[src/rtl/rx_port_sched.sv]
// rx_port_sched: frame-level scheduler for the four PHY RX FIFOs feeding the MAC
// decoder. Ranks ports by fill urgency, breaks ties round-robin, promotes starved
// ports, holds each grant for a whole frame and reclaims stuck grants by watchdog.
module rx_port_sched #(
  parameter int SYNC_STAGES  = 2,
  parameter int STARVE_LIMIT = 8,
  parameter int TIMEOUT_CYC  = 4095
) (
  input  logic       clk,
  input  logic       arst,
  input  logic [3:0] fifo_aempty,
  input  logic [3:0] fifo_half,
  input  logic [3:0] fifo_afull,
  input  logic [3:0] port_mask,
  input  logic       sched_req,
  input  logic       frame_done,
  output logic       grant_valid,
  output logic [1:0] grant_port,
  output logic       timeout,
  output logic [3:0] starved
);

  typedef enum logic [1:0] {
    ST_IDLE    = 2'd0,
    ST_GRANT   = 2'd1,
    ST_HOLDOFF = 2'd2
  } state_t;

  localparam logic [11:0] WD_LAST    = 12'(TIMEOUT_CYC - 1);
  localparam logic [3:0]  STARVE_THR = 4'(STARVE_LIMIT);

  state_t                        state_reg, state_next;
  logic [SYNC_STAGES-1:0][3:0]   half_sync_reg;
  logic [SYNC_STAGES-1:0][3:0]   afull_sync_reg;
  logic [3:0]                    half_s, afull_s;
  logic [3:0][1:0]               urg;
  logic [3:0]                    elig;
  logic [3:0]                    top_set, starve_set, cand;
  logic [1:0]                    max_urg, winner, scan_idx;
  logic                          found;

  logic                          grant_valid_reg, grant_valid_next;
  logic [1:0]                    grant_port_reg, grant_port_next;
  logic                          timeout_reg, timeout_next;
  logic [3:0]                    starved_reg, starved_next;
  logic [1:0]                    rr_ptr_reg, rr_ptr_next;
  logic [3:0][3:0]               wcnt_reg, wcnt_next;
  logic [11:0]                   wd_reg, wd_next;

  // Retime the write-domain half/afull flags through a SYNC_STAGES-deep chain.
  always_ff @(posedge clk or posedge arst) begin
    if (arst) begin
      half_sync_reg  <= '0;
      afull_sync_reg <= '0;
    end else begin
      half_sync_reg  <= {half_sync_reg[SYNC_STAGES-2:0], fifo_half};
      afull_sync_reg <= {afull_sync_reg[SYNC_STAGES-2:0], fifo_afull};
    end
  end

  assign half_s  = half_sync_reg[SYNC_STAGES-1];
  assign afull_s = afull_sync_reg[SYNC_STAGES-1];

  // Per-port urgency: masked ports are always 0; aempty is already in clk domain.
  genvar gi;
  generate
    for (gi = 0; gi < 4; gi++) begin : g_urg
      assign urg[gi]  = !port_mask[gi]    ? 2'd0 :
                        afull_s[gi]       ? 2'd3 :
                        half_s[gi]        ? 2'd2 :
                        !fifo_aempty[gi]  ? 2'd1 : 2'd0;
      assign elig[gi] = |urg[gi];
    end
  endgenerate

  // Candidate set (starved ports first, else top urgency) and round-robin scan.
  always_comb begin
    max_urg = 2'd0;
    for (int i = 0; i < 4; i++) begin
      if (urg[i] > max_urg) max_urg = urg[i];
    end
    top_set = '0;
    for (int i = 0; i < 4; i++) begin
      top_set[i] = elig[i] && (urg[i] == max_urg);
    end
    starve_set = starved_reg & elig;
    cand       = (|starve_set) ? starve_set : top_set;
    winner     = rr_ptr_reg;
    found      = 1'b0;
    scan_idx   = rr_ptr_reg;
    for (int k = 1; k <= 4; k++) begin
      scan_idx = rr_ptr_reg + 2'(k);
      if (!found && cand[scan_idx]) begin
        winner = scan_idx;
        found  = 1'b1;
      end
    end
  end

  // State register.
  always_ff @(posedge clk or posedge arst) begin
    if (arst) state_reg <= ST_IDLE;
    else      state_reg <= state_next;
  end

  // Next-state and datapath updates: arbitration, watchdog, wait counters.
  always_comb begin
    state_next       = state_reg;
    grant_valid_next = grant_valid_reg;
    grant_port_next  = grant_port_reg;
    timeout_next     = 1'b0;
    starved_next     = starved_reg;
    rr_ptr_next      = rr_ptr_reg;
    wcnt_next        = wcnt_reg;
    wd_next          = wd_reg;
    case (state_reg)
      ST_IDLE: begin
        if (sched_req && (|elig)) begin
          state_next       = ST_GRANT;
          grant_valid_next = 1'b1;
          grant_port_next  = winner;
          rr_ptr_next      = winner;
          wd_next          = '0;
          for (int i = 0; i < 4; i++) begin
            if (2'(i) == winner)                      wcnt_next[i] = 4'd0;
            else if (elig[i] && wcnt_reg[i] != 4'hF)  wcnt_next[i] = wcnt_reg[i] + 4'd1;
            starved_next[i] = (wcnt_next[i] >= STARVE_THR);
          end
        end
      end
      ST_GRANT: begin
        // frame_done takes priority over a coincident watchdog expiry.
        if (frame_done) begin
          state_next       = ST_HOLDOFF;
          grant_valid_next = 1'b0;
        end else if (wd_reg == WD_LAST) begin
          state_next       = ST_HOLDOFF;
          grant_valid_next = 1'b0;
          timeout_next     = 1'b1;
        end else begin
          wd_next = wd_reg + 12'd1;
        end
      end
      ST_HOLDOFF: state_next = ST_IDLE;
      default:    state_next = ST_IDLE;
    endcase
  end

  // Registered outputs and scheduler bookkeeping.
  always_ff @(posedge clk or posedge arst) begin
    if (arst) begin
      grant_valid_reg <= 1'b0;
      grant_port_reg  <= 2'd0;
      timeout_reg     <= 1'b0;
      starved_reg     <= '0;
      rr_ptr_reg      <= 2'd3;
      wcnt_reg        <= '0;
      wd_reg          <= '0;
    end else begin
      grant_valid_reg <= grant_valid_next;
      grant_port_reg  <= grant_port_next;
      timeout_reg     <= timeout_next;
      starved_reg     <= starved_next;
      rr_ptr_reg      <= rr_ptr_next;
      wcnt_reg        <= wcnt_next;
      wd_reg          <= wd_next;
    end
  end

  assign grant_valid = grant_valid_reg;
  assign grant_port  = grant_port_reg;
  assign timeout     = timeout_reg;
  assign starved     = starved_reg;

endmodule

[config.mk]
export PLATFORM = sky130hd
export DESIGN_NAME = rx_port_sched
export DESIGN_NICKNAME = d
export VERILOG_FILES = /design/src/rtl/rx_port_sched.sv
export SDC_FILE = /design/constraint.sdc
export NUM_CORES = 1
export LEC_CHECK = 0
export BUFFER_PORTS_ARGS = -buffer_cell sky130_fd_sc_hd__buf_2
export CORE_MARGIN = 1.5
export CORE_UTILIZATION = 45
export CTS_CLUSTER_DIAMETER = 200
export DETAILED_ROUTE_END_ITERATION = 10
export RECOVER_POWER = 100
export SLEW_MARGIN = 5
export SYNTH_ARGS = -nofsm -noshare
export SYNTH_HDL_FRONTEND = slang
export SYNTH_SLANG_ARGS = --single-unit
export TNS_END_PERCENT = 20
[constraint.sdc]
create_clock -name clk -period 5.95 [get_ports clk]
set_input_delay 0.595 -clock clk [delete_from_list [all_inputs] [get_ports clk]]
set_output_delay 0.595 -clock clk [all_outputs]
set_load 0.005 [all_outputs]
==> flow_summary_export.csv <==
group,metric,value,unit
sta,period_share,91.1,%
yosys,ys_ff_latch,53,
place,globalplace.congestion,0.890,
sta,min_period,5.42,ns
clock_tree,h-tree-depth,2,
route,top_layer_used,"met4",
route,wl_met1,3.16,mm
floorplanning,die_area,7140,um^2
yosys,syn_area_per_cell,9.65,um^2
layout,antenna_cells,0,
route,drt_iter0_drc,145,
layout,largest_reg_flops,13,
job,max_cap_viol_count,1,
yosys,synth_cells,310,
route,vias,2321,
power_and_ir_drop,power.leakage,1.49,nW
place,dp.final_hpwl,4.49,mm
yosys,synth_edf_count,0,
yosys,async_flop_share,100,%
yosys,synthFlopType,"dfrtp_1",
sta,setup_violations,0,
sta,relSlewSlack,-87.3,%
route,ant_nets,0,
worst_setup_path,arrival,5.61,ns
worst_setup_path,crit_path_start_kind,"flop",
outcome,status,"finished with violations",
clock_tree,clkLatencyLatePin,0.30,ns
place,dp_cells,409,
floorplanning,die-width,84.5,um
yosys,synth_warnings,0,
floorplanning,die_h,84.5,um
clock_tree,clock_sinks,53,
layout,final_util,51.5,%
sta,clock.fmax,184,MHz
layout,fillers,583,
layout,seqCellArea,1330,um^2
layout,final_cells,417,
global_routing,grt_max_degree,54,
route,drt-total-wl,6.07,mm
route,drcViolationCount,0,
global_routing,track_usage,17.9,%
clock_tree,holdBufCountCts,0,
outcome,violations,"capacitance limit, slew limit",
sta,whs,0.353,ns
global_routing,grt_first_pass_wirelength,10.3,mm
clock_tree,clkTransAtPathRegs,0.09,ns
clock_tree,cts_root_buf,"clkbuf_8",
hold_path,min_path_type,"reg2reg",
clock_tree,cts_buffers,5,
sta,rsz0062_at_grt,"false",
floorplanning,io_pins,28,
layout,layout-drive-gt1-share,13.8,%
route,met3_length,200,um
sta,tightestPinTransition,2.81,ns
clock_tree,clock_path_buffers,2,
global_routing,antenna_found_initial,0,
global_routing,grt_overflow,0,
clock_tree,tritoncts,"done",
worst_setup_path,crit_type,"reg2reg",
sta,fin_tns_setup,0,ns
power_and_ir_drop,vdd_ir_drop_max,0.000203,V
floorplanning,coreArea,6390,um^2
route,first_pass_iters,4,
power_and_ir_drop,p_total,1.19,mW
yosys,yosysSeqAreaShare,44.4,%
worst_setup_path,crit_path_end_kind,"flop",
place,port_buffers,27,
floorplanning,rows,29,
global_routing,grt_pass1_vias,2116,
worst_setup_path,required,6.14,ns
worst_setup_path,cp_max_fo,6,
route,dr_wl_met2,2.63,mm
yosys,synth_cell_types,62,
route,wl_per_cell,14.6,um
yosys,synth_area,2990,um^2
layout,nets,375,
route,viasPerCell,5.57,
clock_tree,cts_resized,0,
floorplanning,start_util,46.8,%
clock_tree,post_cts_buffers,0,
yosys,synth_nets,346,
layout,area_delta_synth_final,10.0,%
sta,hold_violations,0,
sta,finalMaxSlewViolations,54,
sta,clock_skew,0.00635,ns
power_and_ir_drop,powerDensity,362,nW/um^2
layout,multi_input_area,1560,um^2
==> final timing paths <==
path                            slack [ns]  cells past startpoint                end             start
worst max-delay path                  0.53                     22        wcnt_reg[9]         half_s[0]
worst min-delay path                  0.35                      0          half_s[0]  half_sync_reg[0]
worst max register to register        0.53                     22        wcnt_reg[9]         half_s[0]
worst min register to register        0.35                      0          half_s[0]  half_sync_reg[0]
max in group asynchronous             3.02                      3      grant_port[0]              arst
min in group asynchronous             1.34                      3  afull_sync_reg[1]              arst
==> synthesized netlist by cell type, types with 2 or more instances <==
| master | number | area share, % |
|---|---|---|
| and2_1 | 2 | 0.42 |
| nand2_2 | 2 | 0.42 |
| nor3b_2 | 3 | 1.3 |
| or3_1 | 3 | 0.63 |
| o21ai_0 | 21 | 3.5 |
| o21a_1 | 6 | 1.5 |
| nor2b_1 | 2 | 0.42 |
| nand3_1 | 18 | 3.0 |
| o21ai_1 | 5 | 0.84 |
| dfrtp_1 | 51 | 43 |
| a311oi_1 | 2 | 0.59 |
| nand2_1 | 23 | 2.9 |
| buf_4 | 3 | 0.75 |
| and3_1 | 4 | 0.84 |
| nand4_1 | 7 | 1.5 |
| ha_1 | 16 | 6.7 |
| a21o_1 | 5 | 1.3 |
| nand3_2 | 3 | 1.0 |
| nand3b_1 | 2 | 0.50 |
| clkbuf_1 | 3 | 0.38 |
| xnor2_1 | 4 | 1.2 |
| mux2i_1 | 4 | 1.3 |
| nor4_1 | 2 | 0.42 |
| o22ai_1 | 5 | 1.0 |
| dfstp_2 | 2 | 1.8 |
| o311a_1 | 2 | 0.67 |
| a31oi_1 | 2 | 0.42 |
| o211ai_1 | 3 | 0.75 |
| nor3_2 | 2 | 0.67 |
| inv_1 | 15 | 1.9 |
| xor2_1 | 7 | 2.1 |
| nand2b_1 | 2 | 0.42 |
| a21oi_1 | 10 | 1.7 |
| nor2_1 | 36 | 4.5 |
| nor3b_1 | 2 | 0.50 |
| nor4b_1 | 2 | 0.59 |
| nor3_1 | 4 | 0.67 |
==> stage by stage <==
stage,area (um^2),setup WS (ns)
floorplan,2990,1.24
global placement,3200,0.615
detailed placement,3200,0.478
CTS,3310,0.734
global route,3290,0.150
finish,3290,0.529
==> layout by cell type (no fill, tap or decap), types with 3 or more instances in the layout <==
cell / Yosys / layout
ha_1: 16 / 16
nor2_1: 36 / 36
a21o_1: 5 / 5
mux2i_1: 4 / 5
a21oi_1: 10 / 10
nor3_1: 4 / 5
o211ai_1: 3 / 3
nor3b_2: 3 / 3
o21a_1: 6 / 6
or3_1: 3 / 3
o21ai_0: 21 / 23
xnor2_1: 4 / 4
o22ai_1: 5 / 5
o21ai_1: 5 / 3
buf_2: 0 / 22
xor2_1: 7 / 7
clkbuf_1: 3 / 6
nand3_2: 3 / 3
nand3_1: 18 / 18
and3_1: 4 / 4
inv_1: 15 / 15
dfrtp_1: 51 / 51
clkbuf_8: 0 / 6
nand2_1: 23 / 24
nand4_1: 7 / 7
==> area by class of cell <==
| type | instances | share of cell area (%) |
|---|---|---|
| flip-flops and latches | 53 | 40.4 |
| clock inverters | 1 | 0.913 |
| inverters | 16 | 1.83 |
| well taps | 77 | 2.93 |
| clock buffers | 7 | 2.62 |
| multi-input cells | 235 | 47.3 |
| repair buffers | 28 | 4.03 |
==> power breakdown <==
part	internal [mW]	switching, mW
combinational	0.178	0.241
sequential	0.442	0.0756
clock	0.137	0.116
total	0.758	0.432
==> cells by family (layout without fill, tap and decap cells) <==
logic type,Yosys count,count (layout),share of synthesized area [%]
XOR/XNOR,11,11,3.22
AND/OR/NAND/NOR,124,124,22.2
buffers and inverters,22,52,3.14
adder cells (fa/ha/maj),16,16,6.69
flip-flops,53,53,44.4
multiplexers,6,6,2.18
AO/OA/AOI/OAI,78,78,18.1
==> worst max-delay path: stages (launching register included) <==
cell	delay (ns)
dfrtp_1	0.42
nor2_1	0.06
o21ai_1	0.30
inv_2	0.08
ha_1	0.28
inv_1	0.03
o22ai_1	0.28
mux2i_1	0.55
ha_1	0.25
nor2_1	0.05
o22ai_1	0.37
o21ai_0	0.19
ha_1	0.30
nand2_1	0.06
o21ai_1	0.18
nand2_1	0.17
o221ai_1	0.28
mux2i_1	0.36
o32a_1	0.23
nand3_2	0.12
nor2_1	0.35
nand2_1	0.15
a32o_1	0.27
==> metal layers <==
layer / vias to the layer above / track usage [%]
li1: 1190 / -
met5: - / 0
met1: 1074 / 27.0
met3: 8 / 2.65
met4: 0 / 6.30
met2: 49 / 26.3
No activity file was read; power rests on OpenSTA's default activity.
